`config.mk`:
```
export PLATFORM = sky130hd
export DESIGN_NAME = fetch_unit
export DESIGN_NICKNAME = d
export VERILOG_FILES = /design/src/rtl/fetch_unit.sv
export SDC_FILE = /design/constraint.sdc
export NUM_CORES = 1
export LEC_CHECK = 0
export ABC_AREA = 1
export BUFFER_PORTS_ARGS = -buffer_cell sky130_fd_sc_hd__buf_2
export CORE_AREA = 2 2 151 153
export DETAILED_ROUTE_END_ITERATION = 12
export DIE_AREA = 0 0 153 155
export HOLD_SLACK_MARGIN = 0.05
export MAX_ROUTING_LAYER = met4
export PLACE_DENSITY = 0.49
export SYNTH_ARGS = -nofsm -noshare
export SYNTH_HDL_FRONTEND = slang
export SYNTH_SLANG_ARGS = --single-unit
export TNS_END_PERCENT = 30
```
`constraint.sdc`:
```
create_clock -name clk -period 1.4 [get_ports clk]
set_input_delay 0.14 -clock clk [delete_from_list [all_inputs] [get_ports clk]]
set_output_delay 0.14 -clock clk [all_outputs]
set_load 0.005 [all_outputs]
```
`src/rtl/fetch_unit.sv`:
```
// Instruction-fetch stage: owns the PC, drives imem via req/ack, buffers one instruction for IF/ID.
// Latency: wr_allow one cycle after ack; a redirect takes at least two cycles to the first new wr_allow.
module fetch_unit #(
  parameter logic [31:0] RESET_PC = 32'h0000_0000,
  parameter logic [31:0] PC_STEP  = 32'd4,
  parameter int          CNT_W    = 16
) (
  input  logic             clk,
  input  logic             rst_n,
  input  logic             stall,
  input  logic             redirect,
  input  logic [31:0]      redirect_pc,
  output logic             imem_req,
  output logic [31:0]      imem_addr,
  input  logic             imem_ack,
  input  logic [31:0]      imem_rdata,
  output logic [31:0]      instr_out,
  output logic [31:0]      pc_out,
  output logic             wr_allow,
  output logic [CNT_W-1:0] fetch_count
);

  typedef enum logic {FETCH, HOLD} state_t;

  state_t      state, state_nxt;
  logic [31:0] pc;
  logic        buf_valid;
  logic        started;
  logic        capture;

  assign imem_addr = pc;

  // The buffer may only be overwritten when empty or consumed this cycle,
  // so a full buffer under stall suppresses the request.
  always_comb begin
    imem_req  = started && (state == FETCH) && !(buf_valid && stall);
    wr_allow  = buf_valid && !stall && !redirect;
    capture   = imem_req && imem_ack && !redirect;
    state_nxt = state;
    if (redirect) begin
      state_nxt = FETCH;
    end else begin
      case (state)
        FETCH:   if (capture && stall) state_nxt = HOLD;
        HOLD:    if (!stall)           state_nxt = FETCH;
        default: state_nxt = FETCH;
      endcase
    end
  end

  always_ff @(posedge clk or negedge rst_n) begin
    if (!rst_n) begin
      state       <= FETCH;
      started     <= 1'b0;
      pc          <= RESET_PC & ~32'h3;
      buf_valid   <= 1'b0;
      instr_out   <= 32'h0;
      pc_out      <= 32'h0;
      fetch_count <= '0;
    end else begin
      state   <= state_nxt;
      started <= 1'b1;
      if (redirect) begin
        pc        <= redirect_pc & ~32'h3;
        buf_valid <= 1'b0;
        instr_out <= 32'h0;
      end else if (capture) begin
        instr_out <= imem_rdata;
        pc_out    <= pc;
        buf_valid <= 1'b1;
        pc        <= pc + PC_STEP;
      end else if (wr_allow) begin
        buf_valid <= 1'b0;
      end
      if (wr_allow) fetch_count <= fetch_count + CNT_W'(1);
    end
  end

endmodule

```
==> results.cfg, run 1 <==
[worst_hold_path]
hold_class = in2reg

[sta]
rsz0062_at_grt = yes
max_freq_ghz = 0.6506
setup_viol = 42
finalCritPeriodShare_pct = 109.8
hold_violations = 0
final-max-slew-violation-count = 0
period_needed_ps = 1537
hold_ws_ps = 63.29
clock_skew_ps = 9.490
setup_slack_ps = -137.1

[routing]
viasPerCell = 4.411
routedWlPerCell_um = 15.38
drt_pass1_iterations = 5
num_vias = 5523
routed_wl_mm = 19.26
drcViolationCount = 0
antenna_left = 0
drt_iter0_markers = 268

[logic_synthesis]
synth-seq-area-share_pct = 51.12
synthCells = 656
syn_area_um2 = 5434
synth_compound_area_share_pct = 12.16
synthDistinctLibCells = 34
synth_xor_area_share_pct = 2.095
synth_simple_gate_area_share_pct = 26.78
synth_ff_type = dfrtp_1
yosysWarnings = 0
syn_avg_cell_area_um2 = 8.283
synth_edf_count = 0
async_flop_share_pct = 100.0
synth-seq-cells = 111
synth.area.mux_share_pct = 0
synth_top_family_by_area = simple AND/OR/NAND/NOR gates
synthAdderAreaFrac_pct = 0.4605

[floorplan]
io_pins = 183
fp.dieH_um = 155
initial_core_util_pct = 24.45
core_um2 = 22230
rows = 55
design.die.area_um2 = 23720
die_x_um = 153

[clocking]
clkTransAtPathRegs_ps = 80
clk_path_buf_depth = 2
cts-root-buf = clkbuf_16
tritoncts = done
worstSkewPairLatency_ps = 360
cts.sinks = 111
cts_htree_levels = 3
cts_buffers = 9

[final_layout]
layout.cells.non_filler = 1252
area_growth_syn_to_layout_pct = 56.99
finish.utilization_pct = 38.38
fin_nets = 1033
layout-drive-gt1-share_pct = 41.72
stdcell_area_um2 = 8531

[power_and_ir_drop]
peakVddDrop_v = 0.0005323
cellPowerDensity_nw_per_um2 = 1062
p_int_mw = 6.119
combPwrFrac_pct = 28.7
p_sw_mw = 2.939
clock_power_share_pct = 27.6
pwr-share-seq_pct = 43.6
netSwitchingFraction_pct = 32.44
leakage_nw = 4.355

[setup_path]
path_max_fanout = 7
crit_path_start_kind = register
crit_chain = ha_2 -> nand2_2 -> nor2_4 -> nand2_4 -> nor2_4 -> buf_4 -> nand2_1 -> nand2_1 -> a31oi_1
timing.rr.end = imem_addr[18]
cp_slowest_cell = dfrtp_1
max_stage_delay_ps = 390
crit_type = reg2reg
r2r-start = imem_addr[3]
cp.arrival_ps = 1770
startpoint = imem_addr[3]
reg2reg_depth = 9
cp.required_ps = 1630
reg2reg_slack_ps = -140
endpoint_kind = register
crit_path_end = imem_addr[18]

[placed_design]
place_hpwl_mm = 13.59
place_inst = 1173
port_buffers = 176
place.gp.congestion = 0.8293
place_area_um2 = 7238
dpl_worst_slack_ps = -141.5

[grt]
grt_usage_pct = 15.86
grt_pass1_vias = 5236
grt_pass1_wl_mm = 28.86
antenna_found_initial = 1
overflow = 0
grt_max_degree = 40

[status]
status = finished, violations left
violations = negative setup slack

[flow_run]
cap_violations = 0
[layout make-up]
type / count / area (µm²)
multi-input combinational: 463 / 2635
tap: 285 / 356.6
timing repair inverter: 1 / 5.005
timing repair buffer: 319 / 2260
fill: 2294 / 13700
clock buffer: 9 / 225.2
sequential: 111 / 2779
inverter: 57 / 224.0
antenna: 1 / 2.502
clock inverter: 6 / 43.79
[state kept, by name, summed over array words and instances, names as in the netlist]
signal,count
state,1
started,1
pc_out,30
imem_addr,30
buf_valid,1
fetch_count,16
instr_out,32
[cell usage after synthesis, types with 2 or more instances]
library cell	n	area [µm²]
o211ai_1	4	30.03
nor2_1	73	274.0
conb_1	2	7.510
nor2_4	6	67.56
nor3_1	7	35.03
a22o_1	32	280.3
nand2_2	3	18.77
inv_2	3	11.26
buf_6	6	67.56
nand2_1	199	747.0
o21ai_0	42	210.2
buf_4	5	37.54
o21a_1	2	15.01
xnor2_1	3	26.28
buf_2	9	45.04
ha_1	2	25.02
a31oi_1	6	37.54
inv_1	54	202.7
a21oi_1	12	60.06
xor2_1	10	87.58
dfrtp_1	111	2778
nand3_1	41	205.2
nand4_1	4	25.02
nor2_2	3	18.77
clkbuf_1	8	30.03
[per-stage QoR]
step / total power [mW] / TNS, ps
CTS: 8.826 / -1001
global route: 9.624 / -7793
finish: 9.057 / -1418
detailed placement: 6.136 / -2000
floorplan: 4.842 / -122.8
global placement: 6.123 / -1538
[routing by layer]
metal  up-vias  global-route usage, %  part of all wire [%]
met1      2606                  21.62                    47
met4         0                  3.792                  0.96
met3        11                  3.231                   5.3
met5         -                      -                     0
li1       2748                      -                     -
met2       158                  24.34                    47
[power groups by stage]
stage	combinational [mW]	clock, mW	sequential (mW)
floorplan	0.797	0	4.04
global placement	2.16	0	3.96
detailed placement	2.17	0	3.97
CTS	2.30	2.62	3.91
global route	2.90	2.71	4.01
finish	2.60	2.50	3.95
[cell families after synthesis]
kind of cell | count (synthesis)
and+or+nand+nor | 341
adders and majority gates | 2
other | 2
xor gates and xnor gates | 13
buffers and inverters | 85
AOI/OAI and AO/OA | 102
DFF | 111
[worst min path at each step]
| stage | startpoint | endpoint | slack, ps | depth (start not counted) |
|---|---|---|---|---|
| floorplan | rst_n | buf_valid | -160 | 0 |
| global placement | rst_n | instr_out[27] | 50 | 1 |
| detailed placement | rst_n | instr_out[27] | 50 | 1 |
| CTS | redirect_pc[17] | imem_addr[17] | 50 | 3 |
| global route | redirect_pc[17] | imem_addr[17] | 60 | 3 |
| finish | redirect_pc[5] | imem_addr[5] | 60 | 3 |
[repair_timing]
action	4_1_cts	5_1_grt
cloned	0	8
hold buffers	35	0
pin swaps	7	22
buffers inserted	2	19
setup endpoints to repair	25	90
resized for setup	23	122
hold endpoints to repair	145	0
[worst max-delay path: cells and delay by family, from the launching register on]
kind                     cells  cell delay (ps)
AND/OR/NAND/NOR              6              580
flip-flops                   1              390
adder cells (fa/ha/maj)      1              210
buffers and inverters        1              160
AO/OA/AOI/OAI                1               70
[cell usage in the layout, fill, tap and decap left out, types with 3 or more instances in the layout]
cell / instances
clkinv_2: 4
nand2_4: 11
o21ai_1: 20
a21oi_1: 10
o211ai_1: 4
nand3_1: 37
a31oi_1: 6
o21ai_0: 10
conb_1: 5
xor2_1: 10
dlygate4sd3_1: 35
inv_2: 3
buf_2: 175
nor2_4: 20
nor3_1: 6
a22o_1: 32
inv_1: 52
nor2_1: 50
o21ai_2: 13
nand2_1: 163
buf_12: 9
xnor2_1: 3
clkbuf_16: 14
buf_4: 91
buf_6: 4
nand4_1: 4
nand2_2: 29
nor2_2: 12
nand3_2: 3
dfrtp_1: 110
(Power assumes the default switching activity.)
==> run 2, diff against run 1 <==
- MAX_ROUTING_LAYER: met4 -> unset
==> results.cfg, run 2 (synthesis results as in run 1) <==
[status]
status = finished, violations left
violations = negative setup slack

[final_layout]
final_common_cell = buf_2
fin_nets = 1033
layout.cells.non_filler = 1251
mostFrequentLayoutCells = buf_2 (175), nand2_1 (163), dfrtp_1 (110), buf_4 (91), inv_1 (52)
finish.utilization_pct = 38.37
n_antenna_cell = 0
area_growth_syn_to_layout_pct = 56.94
largest_register_ffs = 32
fillers = 2295
max_flop_register = instr_out
layout-drive-gt1-share_pct = 41.72

[clocking]
tritoncts = done
cts-root-buf = clkbuf_16
cts_htree_levels = 3
cts.sinks = 111
worstSkewPairLatency_ps = 360
cts_buffers = 9
clk_path_buf_depth = 2
clkTransAtPathRegs_ps = 80

[setup_path]
max_stage_delay_ps = 390
reg2reg_depth = 9
endpoint_kind = register
reg2reg_slack_ps = -140
path_max_fanout = 7
cp.arrival_ps = 1770
timing.rr.end = imem_addr[18]
r2r-start = imem_addr[3]
crit_chain = ha_2 -> nand2_2 -> nor2_4 -> nand2_4 -> nor2_4 -> buf_4 -> nand2_1 -> nand2_1 -> a31oi_1
crit_type = reg2reg
crit_path_start_kind = register
cp_slowest_cell = dfrtp_1
cp.required_ps = 1630

[placed_design]
place_inst = 1173
place_hpwl_mm = 13.59
port_buffers = 176
place.gp.congestion = 0.8171

[power_and_ir_drop]
total_power_mw = 9.067
leakage_nw = 4.355
cellPowerDensity_nw_per_um2 = 1063
peakVddDrop_v = 0.0005336

[routing]
viasPerCell = 4.407
antenna_left = 0
routed_wl_mm = 19.28
drcViolationCount = 0
num_vias = 5513
routedWlPerCell_um = 15.41
drt_pass1_iterations = 4
drt_iter0_markers = 273

[sta]
rsz0062_at_grt = yes
hold_ws_ps = 64.93
max_freq_ghz = 0.6498
final-max-slew-violation-count = 0
finalCritPeriodShare_pct = 109.9
period_needed_ps = 1539
hold_violations = 0
setup_slack_ps = -139.0
setup-tns-final_ps = -1514
clock_skew_ps = 9.287
setup_viol = 42

[worst_hold_path]
min_from = redirect_pc[5]
hold_end = imem_addr[5]
hold_class = in2reg
min_delay_path_depth = 3

[grt]
grt_usage_pct = 15.43
antenna_found_initial = 1
overflow = 0
grt_pass1_wl_mm = 28.92
grt_max_degree = 40
grt_pass1_vias = 5233

[floorplan]
initial_core_util_pct = 24.45
io_pins = 183
rows = 55
fp.dieH_um = 155
core_um2 = 22230
design.die.area_um2 = 23720
die_x_um = 153

[flow_run]
cap_violations = 0
-- run 2: cell types whose count changed in the layout (fill, tap and decap cells not counted) --
cell     change
diode_2      -1
-- run 2: critical path, delay by kind of cell (launching register included) --
family	cells	cell delay, ps
AND/OR/NAND/NOR	6	580
adder cells (fa/ha/maj)	1	210
AO/OA/AOI/OAI	1	70
buffers and inverters	1	160
flip-flops	1	390
-- run 2: worst max path at each step --
stage | start | end | slack, ps | cells past startpoint
after CTS | imem_addr[3] | imem_addr[30] | -130 | 10
after global placement | imem_addr[5] | imem_addr[13] | -130 | 7
final | imem_addr[3] | imem_addr[18] | -140 | 9
after global routing | imem_addr[3] | imem_addr[18] | -220 | 9
after detailed placement | imem_addr[3] | imem_addr[20] | -140 | 10
after floorplan | imem_addr[2] | imem_addr[26] | -40 | 10
-- run 2: repair_timing --
action,in CTS,in global routing
hold endpoints to repair,145,0
hold buffers,35,0
pin swaps,7,22
gates resized for setup,23,122
setup buffers,2,19
setup endpoints to repair,25,90
cloned,0,8
-- run 2: routing by layer --
layer	GRT usage (%)	share of wire [%]
met4	3.792	1.0
met5	0	0.036
met1	21.50	47
met3	3.593	5.5
met2	24.32	46
-- run 2: stage by stage --
step                      worst slack (ps)  area (µm²)
after floorplan                     -36.98        5450
after global placement              -131.3        7238
after detailed placement            -141.5        7238
after CTS                           -130.3        7944
after global routing                -224.9        8528
final                               -139.0        8528
-- run 2: where the power goes --
group / internal, mW / switching, mW
clock network: 1.22 / 1.29
logic: 1.28 / 1.32
registers: 3.62 / 0.331
total: 6.12 / 2.95
-- run 2: cell type report --
cell class | count | area [µm²] | share of cell area [%]
flip-flops and latches | 111 | 2779 | 32.59
well taps | 285 | 356.6 | 4.181
clock inverters | 6 | 43.79 | 0.5135
repair buffers | 319 | 2260 | 26.50
clock buffers | 9 | 225.2 | 2.641
inverters | 57 | 224.0 | 2.626
multi-input cells | 463 | 2635 | 30.90
repair inverters | 1 | 5.005 | 0.05869
==> run 3, diff against run 2 <==
- CORE_AREA: 2 2 151 153 -> 2 2 168 137
- DIE_AREA: 0 0 153 155 -> 0 0 170 139
- GPL_ROUTABILITY_DRIVEN: unset -> 0
==> results.cfg, run 3 (synthesis results as in run 1) <==
[routing]
drcViolationCount = 0
routedWlPerCell_um = 15.17
drt_pass1_iterations = 5
viasPerCell = 4.396
drt_iter0_markers = 369
antenna_left = 0
num_vias = 5389
routed_wl_mm = 18.60

[setup_path]
endpoint_kind = register
cp_slowest_cell = dfrtp_1
crit_path_start_kind = register
reg2reg_slack_ps = -100
crit_type = reg2reg
crit_top_cell = nand2_1
cp.required_ps = 1660
cp.arrival_ps = 1760
path_max_fanout = 8
max_stage_delay_ps = 380
crit_chain = ha_2 -> nand2_2 -> nor2_4 -> nand2_2 -> nor2_4 -> nand2_1 -> nand2_1 -> nand3_1 -> nand2_1 -> nand2_1

[status]
violations = negative setup slack
status = finished, violations left

[floorplan]
core_um2 = 22070
rows = 49
design.die.area_um2 = 23630
io_pins = 183
initial_core_util_pct = 24.62
die_x_um = 170
fp.dieH_um = 139

[grt]
antenna_found_initial = 0
grt_pass1_wl_mm = 28.75
overflow = 0
grt_usage_pct = 15.64
grt_pass1_vias = 5195
grt_max_degree = 50

[final_layout]
seq_area_um2 = 2779
n_antenna_cell = 0
area_growth_syn_to_layout_pct = 50.31
fillers = 2327
layout.cells.non_filler = 1226
fin_nets = 1012
mostFrequentLayoutCells = nand2_1 (186), buf_2 (175), dfrtp_1 (110), buf_4 (72), nor2_1 (55)
finish.utilization_pct = 37.01
max_flop_register = instr_out
multiInputGateArea_um2 = 2487
largest_register_ffs = 32
stdcell_area_um2 = 8168
final_common_cell = nand2_1
layout-drive-gt1-share_pct = 35.62

[clocking]
tritoncts = done
cts_htree_levels = 3
cts_buffers = 9
clk_path_buf_depth = 2
cts.sinks = 111
clkTransAtPathRegs_ps = 80
cts-root-buf = clkbuf_16
worstSkewPairLatency_ps = 370

[placed_design]
port_buffers = 176
place_inst = 1161
place_area_um2 = 7149
place_hpwl_mm = 13.51

[power_and_ir_drop]
cellPowerDensity_nw_per_um2 = 1111
peakVddDrop_v = 0.0005617
leakage_nw = 4.191
total_power_mw = 9.071

[sta]
setup_slack_ps = -98.60
rsz0062_at_grt = yes
setup_viol = 16
clock_skew_ps = 12.39
final-max-slew-violation-count = 0
period_needed_ps = 1499
finalCritPeriodShare_pct = 107.0
max_freq_ghz = 0.6673
hold_violations = 0

[flow_run]
cap_violations = 0

[worst_hold_path]
hold_class = in2reg
[run 3: path summary, 6_finish.rpt]
check | startpoint | end | cells after the start
worst max-delay path | imem_addr[3] | imem_addr[22] | 10
worst min-delay path | redirect_pc[15] | imem_addr[15] | 3
worst max register to register | imem_addr[3] | imem_addr[22] | 10
worst min register to register | pc_out[25] | pc_out[25] | 2
max in group asynchronous | rst_n | fetch_count[1] | 3
min in group asynchronous | rst_n | pc_out[24] | 2
[run 3: area by class of cell]
class | instances | share of cell area (%)
Timing Repair Buffer | 299 | 24.86
Inverter | 57 | 2.619
Tap cell | 280 | 4.289
Clock inverter | 7 | 0.9957
Clock buffer | 9 | 2.757
Sequential cell | 111 | 34.02
Multi-Input combinational cell | 463 | 30.45
[run 3: critical path, delay by kind of cell (launching register included)]
family / cells / cell delay [ps]
adders and majority gates: 1 / 200
DFF: 1 / 380
and+or+nand+nor: 9 / 800
[run 3: layer usage]
metal  up-vias  global-route usage [%]  part of all wire (%)
met3        25                   3.567                   5.4
met2       142                   22.66                    42
met1      2532                   22.93                    51
met4         0                   5.038                   2.2
met5         -                       0                     0
li1       2690                       -                     -
[run 3: power breakdown]
part | internal [mW] | switching (mW)
Sequential | 3.62 | 0.321
Clock | 1.42 | 1.35
Combinational | 1.12 | 1.23
Total | 6.16 | 2.91
[run 3: what timing repair did]
item | 4_1_cts | 5_1_grt
pin swaps | 4 | 29
hold buffers | 37 | 0
buffers inserted | 2 | 9
setup endpoints to repair | 25 | 78
cloned | 0 | 1
gates resized for setup | 21 | 56
endpoints found under the hold margin | 147 | 0
[run 3: through the flow]
step,hold slack [ps],setup slack [ps],setup TNS (ps)
6_report,83.26,-98.60,-869.3
2_1_floorplan,-155.6,-36.98,-122.8
3_3_place_gp,51.02,-97.34,-788.0
4_1_cts,70.21,-119.5,-682.8
3_5_place_dp,58.86,-131.5,-1250
5_1_grt,82.31,-223.3,-4407
